$ cat src/rtl/cmos_pkg.sv
// Shared types and elaboration helpers for the DVP capture path.
// Holds the capture FSM encoding, the BEATS legality check and the beat counter width.
package cmos_pkg;

  typedef enum logic [1:0] {WAIT_VS, SKIP, ACTIVE} cap_state_t;

  localparam int BEATS_MIN = 1;
  localparam int BEATS_MAX = 4;

  function automatic int beat_w(input int beats);
    return (beats > 1) ? $clog2(beats) : 1;
  endfunction

  function automatic bit beats_ok(input int beats);
    return (beats >= BEATS_MIN) && (beats <= BEATS_MAX);
  endfunction

endpackage

$ cat src/rtl/cmos_sync_edge.sv
// Registers VSYNC/HREF once and flags frame start, line start and line end.
// Edge flags are combinational from the current input and the 1-cycle delayed copy; no backpressure.
module cmos_sync_edge #(
  parameter int VS_POL = 1
) (
  input  logic pclk,
  input  logic rst,
  input  logic vs_i,
  input  logic de_i,
  output logic frame_start,
  output logic line_start,
  output logic line_end
);

  localparam logic VS_ACT = (VS_POL != 0);

  logic vs_r;
  logic de_r;

  // vs_r resets to the active level so a sync already asserted at reset is not taken as an edge.
  always_ff @(posedge pclk) begin
    if (rst) begin
      vs_r <= VS_ACT;
      de_r <= 1'b0;
    end else begin
      vs_r <= vs_i;
      de_r <= de_i;
    end
  end

  assign frame_start = (vs_r != VS_ACT) && (vs_i == VS_ACT);
  assign line_start  = !de_r && de_i;
  assign line_end    = de_r && !de_i;

endmodule

$ cat src/rtl/cmos_pixel_pack.sv
// Packs BEATS sensor samples into one word with frame gating, SOF/EOL markers and partial-line detection.
// 1 cycle from last sample to pix_valid_o; no backpressure, the downstream FIFO must take every strobe.
module cmos_pixel_pack
  import cmos_pkg::*;
#(
  parameter int IN_W       = 8,
  parameter int BEATS      = 2,
  parameter int BYTE_ORDER = 0,
  parameter int VS_POL     = 1,
  parameter int FRAME_SKIP = 2
) (
  input  logic                  pclk,
  input  logic                  rst,
  input  logic                  vs_i,
  input  logic                  de_i,
  input  logic [IN_W-1:0]       pdata_i,
  output logic                  pix_valid_o,
  output logic [IN_W*BEATS-1:0] pix_data_o,
  output logic                  sof_o,
  output logic                  eol_o,
  output logic                  err_partial_o,
  output logic                  frame_active_o
);

  localparam int OUT_W = IN_W * BEATS;
  localparam int BW    = beat_w(BEATS);

  if (!beats_ok(BEATS)) begin : g_bad_beats
    $error("cmos_pixel_pack: BEATS must be in 1..4");
  end

  cap_state_t       state;
  logic [7:0]       skip_cnt;
  logic [7:0]       skip_nxt;
  logic [BW-1:0]    beat;
  logic [BW-1:0]    slot;
  logic             last_beat;
  logic             sof_pending;
  logic [OUT_W-1:0] acc;
  logic [OUT_W-1:0] word_next;
  logic             frame_start;
  logic             line_start;
  logic             line_end;

  cmos_sync_edge #(
    .VS_POL(VS_POL)
  ) u_sync_edge (
    .pclk       (pclk),
    .rst        (rst),
    .vs_i       (vs_i),
    .de_i       (de_i),
    .frame_start(frame_start),
    .line_start (line_start),
    .line_end   (line_end)
  );

  // A fresh line always begins a new word in slot 0.
  always_comb begin
    slot      = line_start ? '0 : beat;
    last_beat = (slot == BW'(BEATS - 1));
    skip_nxt  = skip_cnt + 8'd1;
    word_next = acc;
    if (BYTE_ORDER == 0) begin
      word_next[IN_W*(BEATS-1-int'(slot)) +: IN_W] = pdata_i;
    end else begin
      word_next[IN_W*int'(slot) +: IN_W] = pdata_i;
    end
  end

  always_ff @(posedge pclk) begin
    if (rst) begin
      state          <= WAIT_VS;
      skip_cnt       <= 8'd0;
      beat           <= '0;
      sof_pending    <= 1'b1;
      acc            <= '0;
      pix_valid_o    <= 1'b0;
      pix_data_o     <= '0;
      sof_o          <= 1'b0;
      eol_o          <= 1'b0;
      err_partial_o  <= 1'b0;
      frame_active_o <= 1'b0;
    end else begin
      pix_valid_o   <= 1'b0;
      sof_o         <= 1'b0;
      eol_o         <= 1'b0;
      err_partial_o <= 1'b0;
      case (state)
        WAIT_VS: begin
          if (frame_start) begin
            skip_cnt <= 8'd0;
            if (FRAME_SKIP == 0) begin
              state          <= ACTIVE;
              frame_active_o <= 1'b1;
            end else begin
              state <= SKIP;
            end
          end
        end
        SKIP: begin
          if (frame_start) begin
            skip_cnt <= skip_nxt;
            if (skip_nxt == 8'(FRAME_SKIP)) begin
              state          <= ACTIVE;
              frame_active_o <= 1'b1;
            end
          end
        end
        ACTIVE: begin
          if (de_i) begin
            acc <= word_next;
            if (last_beat) begin
              pix_data_o  <= word_next;
              pix_valid_o <= 1'b1;
              sof_o       <= sof_pending;
              sof_pending <= 1'b0;
              beat        <= '0;
            end else begin
              beat <= slot + 1'b1;
            end
          end else if (line_end) begin
            eol_o         <= 1'b1;
            err_partial_o <= (beat != '0) && !frame_start;
            beat          <= '0;
          end
          // A new frame silently drops any half-built word.
          if (frame_start) begin
            beat <= '0;
          end
        end
        default: state <= WAIT_VS;
      endcase
      if (frame_start) begin
        sof_pending <= 1'b1;
      end
    end
  end

endmodule

$ cat config.mk
export PLATFORM = sky130hd
export DESIGN_NAME = cmos_pixel_pack
export DESIGN_NICKNAME = d
export VERILOG_FILES = /design/src/rtl/cmos_pkg.sv /design/src/rtl/cmos_sync_edge.sv /design/src/rtl/cmos_pixel_pack.sv
export SDC_FILE = /design/constraint.sdc
export NUM_CORES = 1
export LEC_CHECK = 0
export CAP_MARGIN = 20
export CORE_MARGIN = 1
export CORE_UTILIZATION = 30
export CTS_BUF_LIST = sky130_fd_sc_hd__clkbuf_4 sky130_fd_sc_hd__clkbuf_8 sky130_fd_sc_hd__clkbuf_16
export DETAILED_ROUTE_END_ITERATION = 7
export GPL_TIMING_DRIVEN = 0
export PLACE_DENSITY = 0.64
export SLEW_MARGIN = 5
export SYNTH_ARGS = -nofsm -noshare
export SYNTH_HDL_FRONTEND = slang
export SYNTH_SLANG_ARGS = --single-unit
$ cat constraint.sdc
create_clock -name pclk -period 1.65 [get_ports pclk]
set_clock_uncertainty 0.05 [all_clocks]
set_input_delay 0.33 -clock pclk [delete_from_list [all_inputs] [get_ports pclk]]
set_output_delay 0.33 -clock pclk [all_outputs]
set_load 0.01 [all_outputs]
==> impl_results.md, run 1 <==
* Status: finished, violations left
* Violated checks: negative setup slack
* Maximum level of the CTS H-tree at 2
* Power share of the clock group at 38.6%
* Arrival time of the worst setup path at 1810 ps
* Reported net switching power at 0.000447 W
* Measured slew at the worst slew-check pin at 524 ps
* CTS Buf Count at 5
* Overall via count from detail_route at 1520
* Number of maximum-capacitance violations at 0
* Standard-cell row count at 27
* Post-synthesis instance area at 1730 µm²
* Count of state elements after synthesis at 43
* Cell type with the largest total area after synthesis: sky130_fd_sc_hd__dfxtp_1
* Residual antenna-violating net count after detailed routing at 0
* End point of the critical path: state[0]$_SDFFE_PP0P_
* Worst slack, placed at -610 ps
* Leakage at 0.838 nW
* Final setup violation count at 1
* Initial DRT Pass Iterations at 4
* Post-route fraction of the period consumed by the critical path at 100%
* Num Clock Sinks at 43
* Ports placed on the boundary at 33
* Via count of the first global-routing pass at 1402
* Clock-pin transition on the worst setup and hold timing paths at 90 ps
* Die Footprint at 6080 µm²
* Drt wl/cell at 12.1 µm
* Effective utilization at floorplan at 31.3%
* Pin count of the biggest net entering global routing at 16
* Hold buffer count at CTS at 0
* Dominant register cell in the synthesized netlist: sky130_fd_sc_hd__dfxtp_1
* Reg2reg path depth at 5
* Deepest clock path buffer count at 2
* Maximum vdd ir drop at 0.000372 V
* Ratio of cells with drive above 1 in the final layout at 16.8%
* Slack of the worst reg-to-reg path at -6 ps
* Max-slew headroom at 65.1%
* Critical path type: flip-flop to flip-flop
* Switching share of power at 24.4%
* Reg-to-reg critical path endpoint: state[0]$_SDFFE_PP0P_
* Met1 capacity usage during global routing at 17.1%
* Clk root buf: sky130_fd_sc_hd__clkbuf_8
* Final total negative setup slack at -5.59 ps
* Placeable core region at 5540 µm²
* PnR worst setup slack at -5.59 ps
* Die boundary width at 78 µm
* Finished Core Util at 42.5%
* Worst hold path type: primary input to flip-flop
* Mapped Cells at 205
* Flop pwr share at 57.1%
* Part of the Yosys area used for sequential elements at 49.7%
* Syn. warnings at 0
* Clk Latency, worst-skew pair at 310 ps
* Port buffer count at 32
* Routability congestion estimate from global placement at 0.797
* Syn Area/Cell at 8.45 µm²
* Max Fanout on Critical Path at 7
* Overall die height at 78 µm
* Top area cells in the synthesized netlist: sky130_fd_sc_hd__dfxtp_1 (50%), sky130_fd_sc_hd__nand2_1 (8.9%), sky130_fd_sc_hd__a21oi_1 (6.6%), sky130_fd_sc_hd__mux2i_1 (5.2%), sky130_fd_sc_hd__nor2_1 (3.0%)
* Detail Placement HPWL at 2590 µm
* Worst setup path startpoint: skip_cnt[5]$_SDFFE_PP0P_
* TritonCTS clock tree: yes
* Total power at 0.00183 W
* Startpoint of the worst register-to-register path: skip_cnt[5]$_SDFFE_PP0P_
* Power density of the placed cells at 775 nW/µm²
* Required time of the worst setup path at 1800 ps
* Most used routing layer: met2
* Sort of element at the start of the critical path: flip-flop
* Final Hold Vio Count at 0
* Capturing element type of the critical path: flip-flop
* Number of flops mapped to enable cells by yosys at 0
* Antenna violations before repair at 0
* RSZ-0062 raised after global routing: yes
* Post-synth ARST share at 0%
* Met2 Track Usage GR at 21.1%
* Final Hold Slack at 347 ps
* Total wire length at 3890 µm
* Post-route DRC violation count at 0
* Total congestion overflow at 0
* Top-area cell type share of the netlist area at 49.7%
* Iteration-0 DRC Markers at 38
* Cell variety after synth at 36
* Shortest period the worst path allows at 1660 ps
* Highest attainable clock frequency at 604 MHz
* Area growth from synthesis to layout at 36.0%
* Internal portion of total power at 0.00138 W
* # diodes at 0
* Nets in the synthesized netlist at 219
* Fraction of power consumed by combinational cells at 4.4%
* Max Transition Viols Final at 0
* Vias per Instance at 4.72
* Count of nets after finishing at 263
* Grt met3 use at 4.24%
* Wire length of the first global-routing pass at 6440 µm
* Total GRT Usage at 13.7%
-- layout by cell type, fill, tap and decap left out, drive strengths merged, types with 2 or more instances in the layout --
master	n
nor3	5
a21oi	24
or2	2
o21a	3
buf	12
nand4	3
o22ai	2
nand3	5
or3	2
nor2b	4
nor4b	2
and2	3
ha	2
clkbuf	13
o21ai	7
dlygate4sd2	2
nor2	14
clkdlybuf4s50	30
nand2	41
dfxtp	43
clkinvlp	2
or4	2
mux2i	9
inv	5
-- cell usage after synthesis (all sizes together) (2+ instances only) --
| cell | instances |
|---|---|
| or4 | 2 |
| and2 | 3 |
| or2 | 2 |
| or3 | 2 |
| o21ai | 7 |
| nor3 | 5 |
| nor2b | 4 |
| nand4 | 3 |
| nand3 | 5 |
| nand2 | 41 |
| o22ai | 2 |
| o21a | 3 |
| ha | 2 |
| nor2 | 14 |
| mux2i | 9 |
| nor4b | 2 |
| dfxtp | 43 |
| inv | 4 |
| buf | 6 |
| a21oi | 24 |
| clkbuf | 9 |
-- how the worst min path moves through the flow --
stage,from,to,slack (ps),cells after the start
final,vs_i,u_sync_edge.vs_r$_SDFF_PP1_,350,2
after global routing,vs_i,u_sync_edge.vs_r$_SDFF_PP1_,350,2
after CTS,vs_i,u_sync_edge.vs_r$_SDFF_PP1_,340,2
after detailed placement,sof_pending$_SDFFE_PP1P_,sof_pending$_SDFFE_PP1P_,390,1
after global placement,sof_pending$_SDFFE_PP1P_,sof_pending$_SDFFE_PP1P_,390,1
after floorplan,rst,pix_valid_o$_SDFF_PP0_,360,1
-- layer usage --
layer	part of all wire [%]	wire length, µm
met5	0	0
met1	48	1880
met4	2.0	78
met3	3.7	142
met2	46	1780
-- sequential cells by signal, summed over array words and instances (netlist names) --
register / count
eol_o: 1
u_sync_edge.de_r: 1
sof_o: 1
acc: 8
beat: 1
frame_active_o: 1
err_partial_o: 1
state: 2
skip_cnt: 8
pix_data_o: 16
u_sync_edge.vs_r: 1
sof_pending: 1
pix_valid_o: 1
-- critical path, cell delays in order (launching register included) --
cell and delay, ps:
sky130_fd_sc_hd__dfxtp_1 300, sky130_fd_sc_hd__buf_2 150, sky130_fd_sc_hd__xor2_1 150, sky130_fd_sc_hd__a2bb2oi_1 160
sky130_fd_sc_hd__or4_4 560, sky130_fd_sc_hd__o21a_1 180
-- power groups by stage --
stage                     clock [W]  sequential (W)  combinational, W
after global routing       0.000775         0.00104         0.0000858
after detailed placement          0         0.00107         0.0000720
after global placement            0         0.00107         0.0000727
after CTS                  0.000724         0.00104         0.0000731
after floorplan                   0         0.00107         0.0000287
final                      0.000705         0.00104         0.0000795
-- logic make-up (layout without fill, tap and decap cells) --
kind of cell	after synthesis	in the layout	synth area share, %
adders and majority gates	2	2	1.44
DFF	43	43	49.7
muxes	9	9	5.20
buffers and inverters	19	64	4.84
AOI/OAI and AO/OA	41	41	13.6
and+or+nand+nor	89	89	24.3
xor gates and xnor gates	2	2	1.01
-- cell type report --
type	count	area (µm²)
fill	574	3180
sequential	43	873
multi-input combinational	143	838
timing repair buffer	39	374
tap	72	90.1
buffer	13	73.8
clock buffer	5	68.8
clock inverter	3	23.8
inverter	4	15.0
-- per-stage QoR --
stage,area (µm²),cells
2_1_floorplan,1760,205
3_3_place_gp,2170,309
3_5_place_dp,2170,309
4_1_cts,2300,320
5_1_grt,2360,322
6_report,2360,322
-- repair_timing --
action | 4_1_cts | 5_1_grt
pin swaps | 3 | 3
setup buffers | 4 | 3
endpoints found under the setup margin | 22 | 32
gates resized for setup | 12 | 16
(Power assumes the default switching activity.)
==> run 2: changes to the inputs <==
--- a/config.mk
+++ b/config.mk
@@ -6,11 +6,10 @@
 export NUM_CORES = 1
 export LEC_CHECK = 0
 export CAP_MARGIN = 20
-export CORE_MARGIN = 1
 export CORE_UTILIZATION = 30
 export CTS_BUF_LIST = sky130_fd_sc_hd__clkbuf_4 sky130_fd_sc_hd__clkbuf_8 sky130_fd_sc_hd__clkbuf_16
 export DETAILED_ROUTE_END_ITERATION = 7
-export GPL_TIMING_DRIVEN = 0
+export GPL_TIMING_DRIVEN = 1
 export PLACE_DENSITY = 0.64
 export SLEW_MARGIN = 5
 export SYNTH_ARGS = -nofsm -noshare
==> run 2 against run 1 <==
Against the previous run: the flow still finishes with violations (negative setup slack); routed wire length is 2.2% lower; sequential cell count stayed put; core utilization is 1.3 points higher; hold slack better by 59 ps; critical path depth is 1 higher; setup slack worse by 34 ps; power is 2.6% higher.
==> impl_results.md, run 2 (synthesized netlist as in run 1, its figures left out) <==
* RSZ-0062 raised after global routing: yes
* Critical-path top delay cell: sky130_fd_sc_hd__or4_4
* Worst hold path type: flip-flop to flip-flop
* Area used by multi-input combinational logic at 842 µm² (+0.45%)
* TritonCTS clock tree: yes
* Iteration-0 DRC Markers at 79 (+110%)
* Routability congestion estimate from global placement at 0.789 (-1.1%)
* Final Hold Vio Count at 0 (unchanged)
* Pin count of the biggest net entering global routing at 29 (+13)
* Design area at 2430 µm² (+3.0%)
* Drt wl/cell at 11.7 µm (-2.8%)
* Area growth from synthesis to layout at 40.1%
* Clk Latency, worst-skew pair at 290 ps (-20 ps)
* Num Clock Sinks at 43 (unchanged)
* Worst Hold Launch: acc[11]$_SDFFE_PP0P_
* Largest register FFs at 16 (unchanged)
* Overall via count from detail_route at 1534 (+0.92%)
* Shortest period the worst path allows at 1690 ps (+33.5 ps)
* Deepest clock path buffer count at 2 (unchanged)
* Maximum level of the CTS H-tree at 2 (unchanged)
* Final Hold Slack at 407 ps (+59.5 ps)
* Die boundary width at 78 µm (unchanged)
* Via count of the first global-routing pass at 1435 (+2.4%)
* Detail Placement HPWL at 2560 µm (-1.2%)
* Capturing element type of the critical path: flip-flop
* Total congestion overflow at 0 (unchanged)
* Commonest non-fill, non-tap cells in the layout: sky130_fd_sc_hd__nand2_1 (41), sky130_fd_sc_hd__dfxtp_1 (35), sky130_fd_sc_hd__clkdlybuf4s50_1 (31), sky130_fd_sc_hd__a21oi_1 (23), sky130_fd_sc_hd__buf_4 (21)
* Worst setup path startpoint: skip_cnt[1]$_SDFFE_PP0P_
* Sequence of cells on the critical path: inv_2, ha_2, nor4b_4, a41oi_2, or4_4, o21a_1
* Clk root buf: sky130_fd_sc_hd__clkbuf_8
* Antenna violations before repair at 0 (unchanged)
* Register containing the most flip-flops in the final layout: pix_data_o
* Highest attainable clock frequency at 592 MHz (-2.0%)
* Die Footprint at 6080 µm² (unchanged)
* Clock-pin transition on the worst setup and hold timing paths at 90 ps (about the same)
* Post-route fraction of the period consumed by the critical path at 102% (+2.0 points)
* Commonest non-fill, non-tap cell in the layout: sky130_fd_sc_hd__nand2_1
* Fill cells at 541 (-5.7%)
* Max-slew headroom at 74.0% (+8.9 points)
* Arrival time of the worst setup path at 1820 ps (about the same)
* Number of maximum-capacitance violations at 0 (unchanged)
* Critical path type: flip-flop to flip-flop
* Total GRT Usage at 13.2% (-0.52 points)
* Area after DPL at 2260 µm² (+4.3%)
* Total wire length at 3800 µm (-2.2%)
* Sort of element at the start of the critical path: flip-flop
* Registers with the most flip-flops: pix_data_o x16, acc x8, skip_cnt x8
* Max Fanout on Critical Path at 3 (-4)
* Effective utilization at floorplan at 31.3% (unchanged)
* Ports placed on the boundary at 33 (unchanged)
* Max incr delay on CP at 450 ps (-110 ps)
* Standard-cell row count at 27 (unchanged)
* Count of nets after finishing at 265 (+0.76%)
* Startpoint of the worst register-to-register path: skip_cnt[1]$_SDFFE_PP0P_
* CTS Buf Count at 5 (unchanged)
* Wire length of the first global-routing pass at 6390 µm (-0.75%)
* Placeable core region at 5540 µm² (unchanged)
* Total area of sequential cells at 876 µm² (+0.29%)
* Violated checks: negative setup slack
* Residual antenna-violating net count after detailed routing at 0 (unchanged)
* # diodes at 0 (unchanged)
* Overall die height at 78 µm (unchanged)
* Final setup violation count at 1 (unchanged)
* Power density of the placed cells at 772 nW/µm² (-0.40%)
* Maximum vdd ir drop at 0.000316 V (-15%)
* Ratio of cells with drive above 1 in the final layout at 19.0% (+2.2 points)
* Measured slew at the worst slew-check pin at 387 ps (-137 ps)
* Initial DRT Pass Iterations at 4 (unchanged)
* Leakage at 0.880 nW (+5.0%)
* Vias per Instance at 4.73 (+0.30%)
* Status: finished, violations left
* Max Transition Viols Final at 0 (unchanged)
* Post-route DRC violation count at 0 (unchanged)
* PnR worst setup slack at -39.1 ps (-33.5 ps)
* Required time of the worst setup path at 1780 ps (-20 ps)
* Port buffer count at 32 (unchanged)
[run 2: changes by cell type in the layout (fill, tap and decap cells not counted), sizes merged]
| cell | previous run | this run |
|---|---|---|
| buf | 12 | 22 |
| clkbuf | 13 | 6 |
| clkinv | 0 | 2 |
| clkinvlp | 2 | 0 |
| clkdlybuf4s50 | 30 | 31 |
| dlygate4sd2 | 2 | 1 |
| inv | 5 | 4 |
[run 2: path summary, 6_finish.rpt]
kind / endpoint / slack (ps) / cells past startpoint
min: pix_data_o[11]$_SDFFE_PP0P_ / 410 / 2
max reg2reg: state[0]$_SDFFE_PP0P_ / -40 / 6
min reg2reg: pix_data_o[11]$_SDFFE_PP0P_ / 410 / 2
max: state[0]$_SDFFE_PP0P_ / -40 / 6
[run 2: stage by stage]
step                total power (W)  std cells  setup TNS [ps]  setup slack, ps  util [%]
finish                      0.00187        324           -39.1            -39.1      43.8
global route                0.00196        324           -96.1            -88.2      43.8
CTS                         0.00190        323           -11.2            -11.2      43.1
detailed placement          0.00115        314           -4570             -323      40.8
global placement            0.00115        314           -4310             -313      40.8
floorplan                   0.00109        205               0             2.00         -
[run 2: per-layer routing]
metal  part of all wire [%]  track usage, %  up-vias
met5                      0               0        -
met2                     46            21.0       32
met3                    4.2            3.76        6
met4                    1.5            5.37        0
met1                     48            16.8      713
li1                       -               -      783
[run 2: critical path, delay by kind of cell, from the launching register on]
family	cells	cell delay, ps
flops	1	370
simple gates	2	700
buf+inv	1	40
compound gates	2	250
fa+ha+maj	1	190
[run 2: report_power, final]
group | switching, W | total [W] | internal, W
clock | 0.000359 | 0.000749 | 0.000390
combinational | 0.0000373 | 0.0000820 | 0.0000447
sequential | 0.00000500 | 0.00104 | 0.00104
[run 2: layout make-up]
type	count	share of cell area, %
timing repair buffer	54	20.5
tap	72	3.71
sequential	43	36.1
multi-input combinational	143	34.7
inverter	4	0.619
clock inverter	2	0.567
clock buffer	6	3.87
[run 2: timing repair]
action / CTS / global route
buffers inserted: 1 / 1
endpoints found under the hold margin: 0 / 0
gates resized for setup: 3 / 11
hold buffers: 0 / 0
pin swaps: 6 / 5
endpoints found under the setup margin: 3 / 4
==> run 3: changes to the inputs <==
--- a/config.mk
+++ b/config.mk
@@ -9,7 +9,7 @@
 export CORE_UTILIZATION = 30
 export CTS_BUF_LIST = sky130_fd_sc_hd__clkbuf_4 sky130_fd_sc_hd__clkbuf_8 sky130_fd_sc_hd__clkbuf_16
 export DETAILED_ROUTE_END_ITERATION = 7
-export GPL_TIMING_DRIVEN = 1
+export GPL_TIMING_DRIVEN = 0
 export PLACE_DENSITY = 0.64
 export SLEW_MARGIN = 5
 export SYNTH_ARGS = -nofsm -noshare
==> results of run 3 <==
Same layout as run 1: the final DEF is identical, and so are final timing and power.
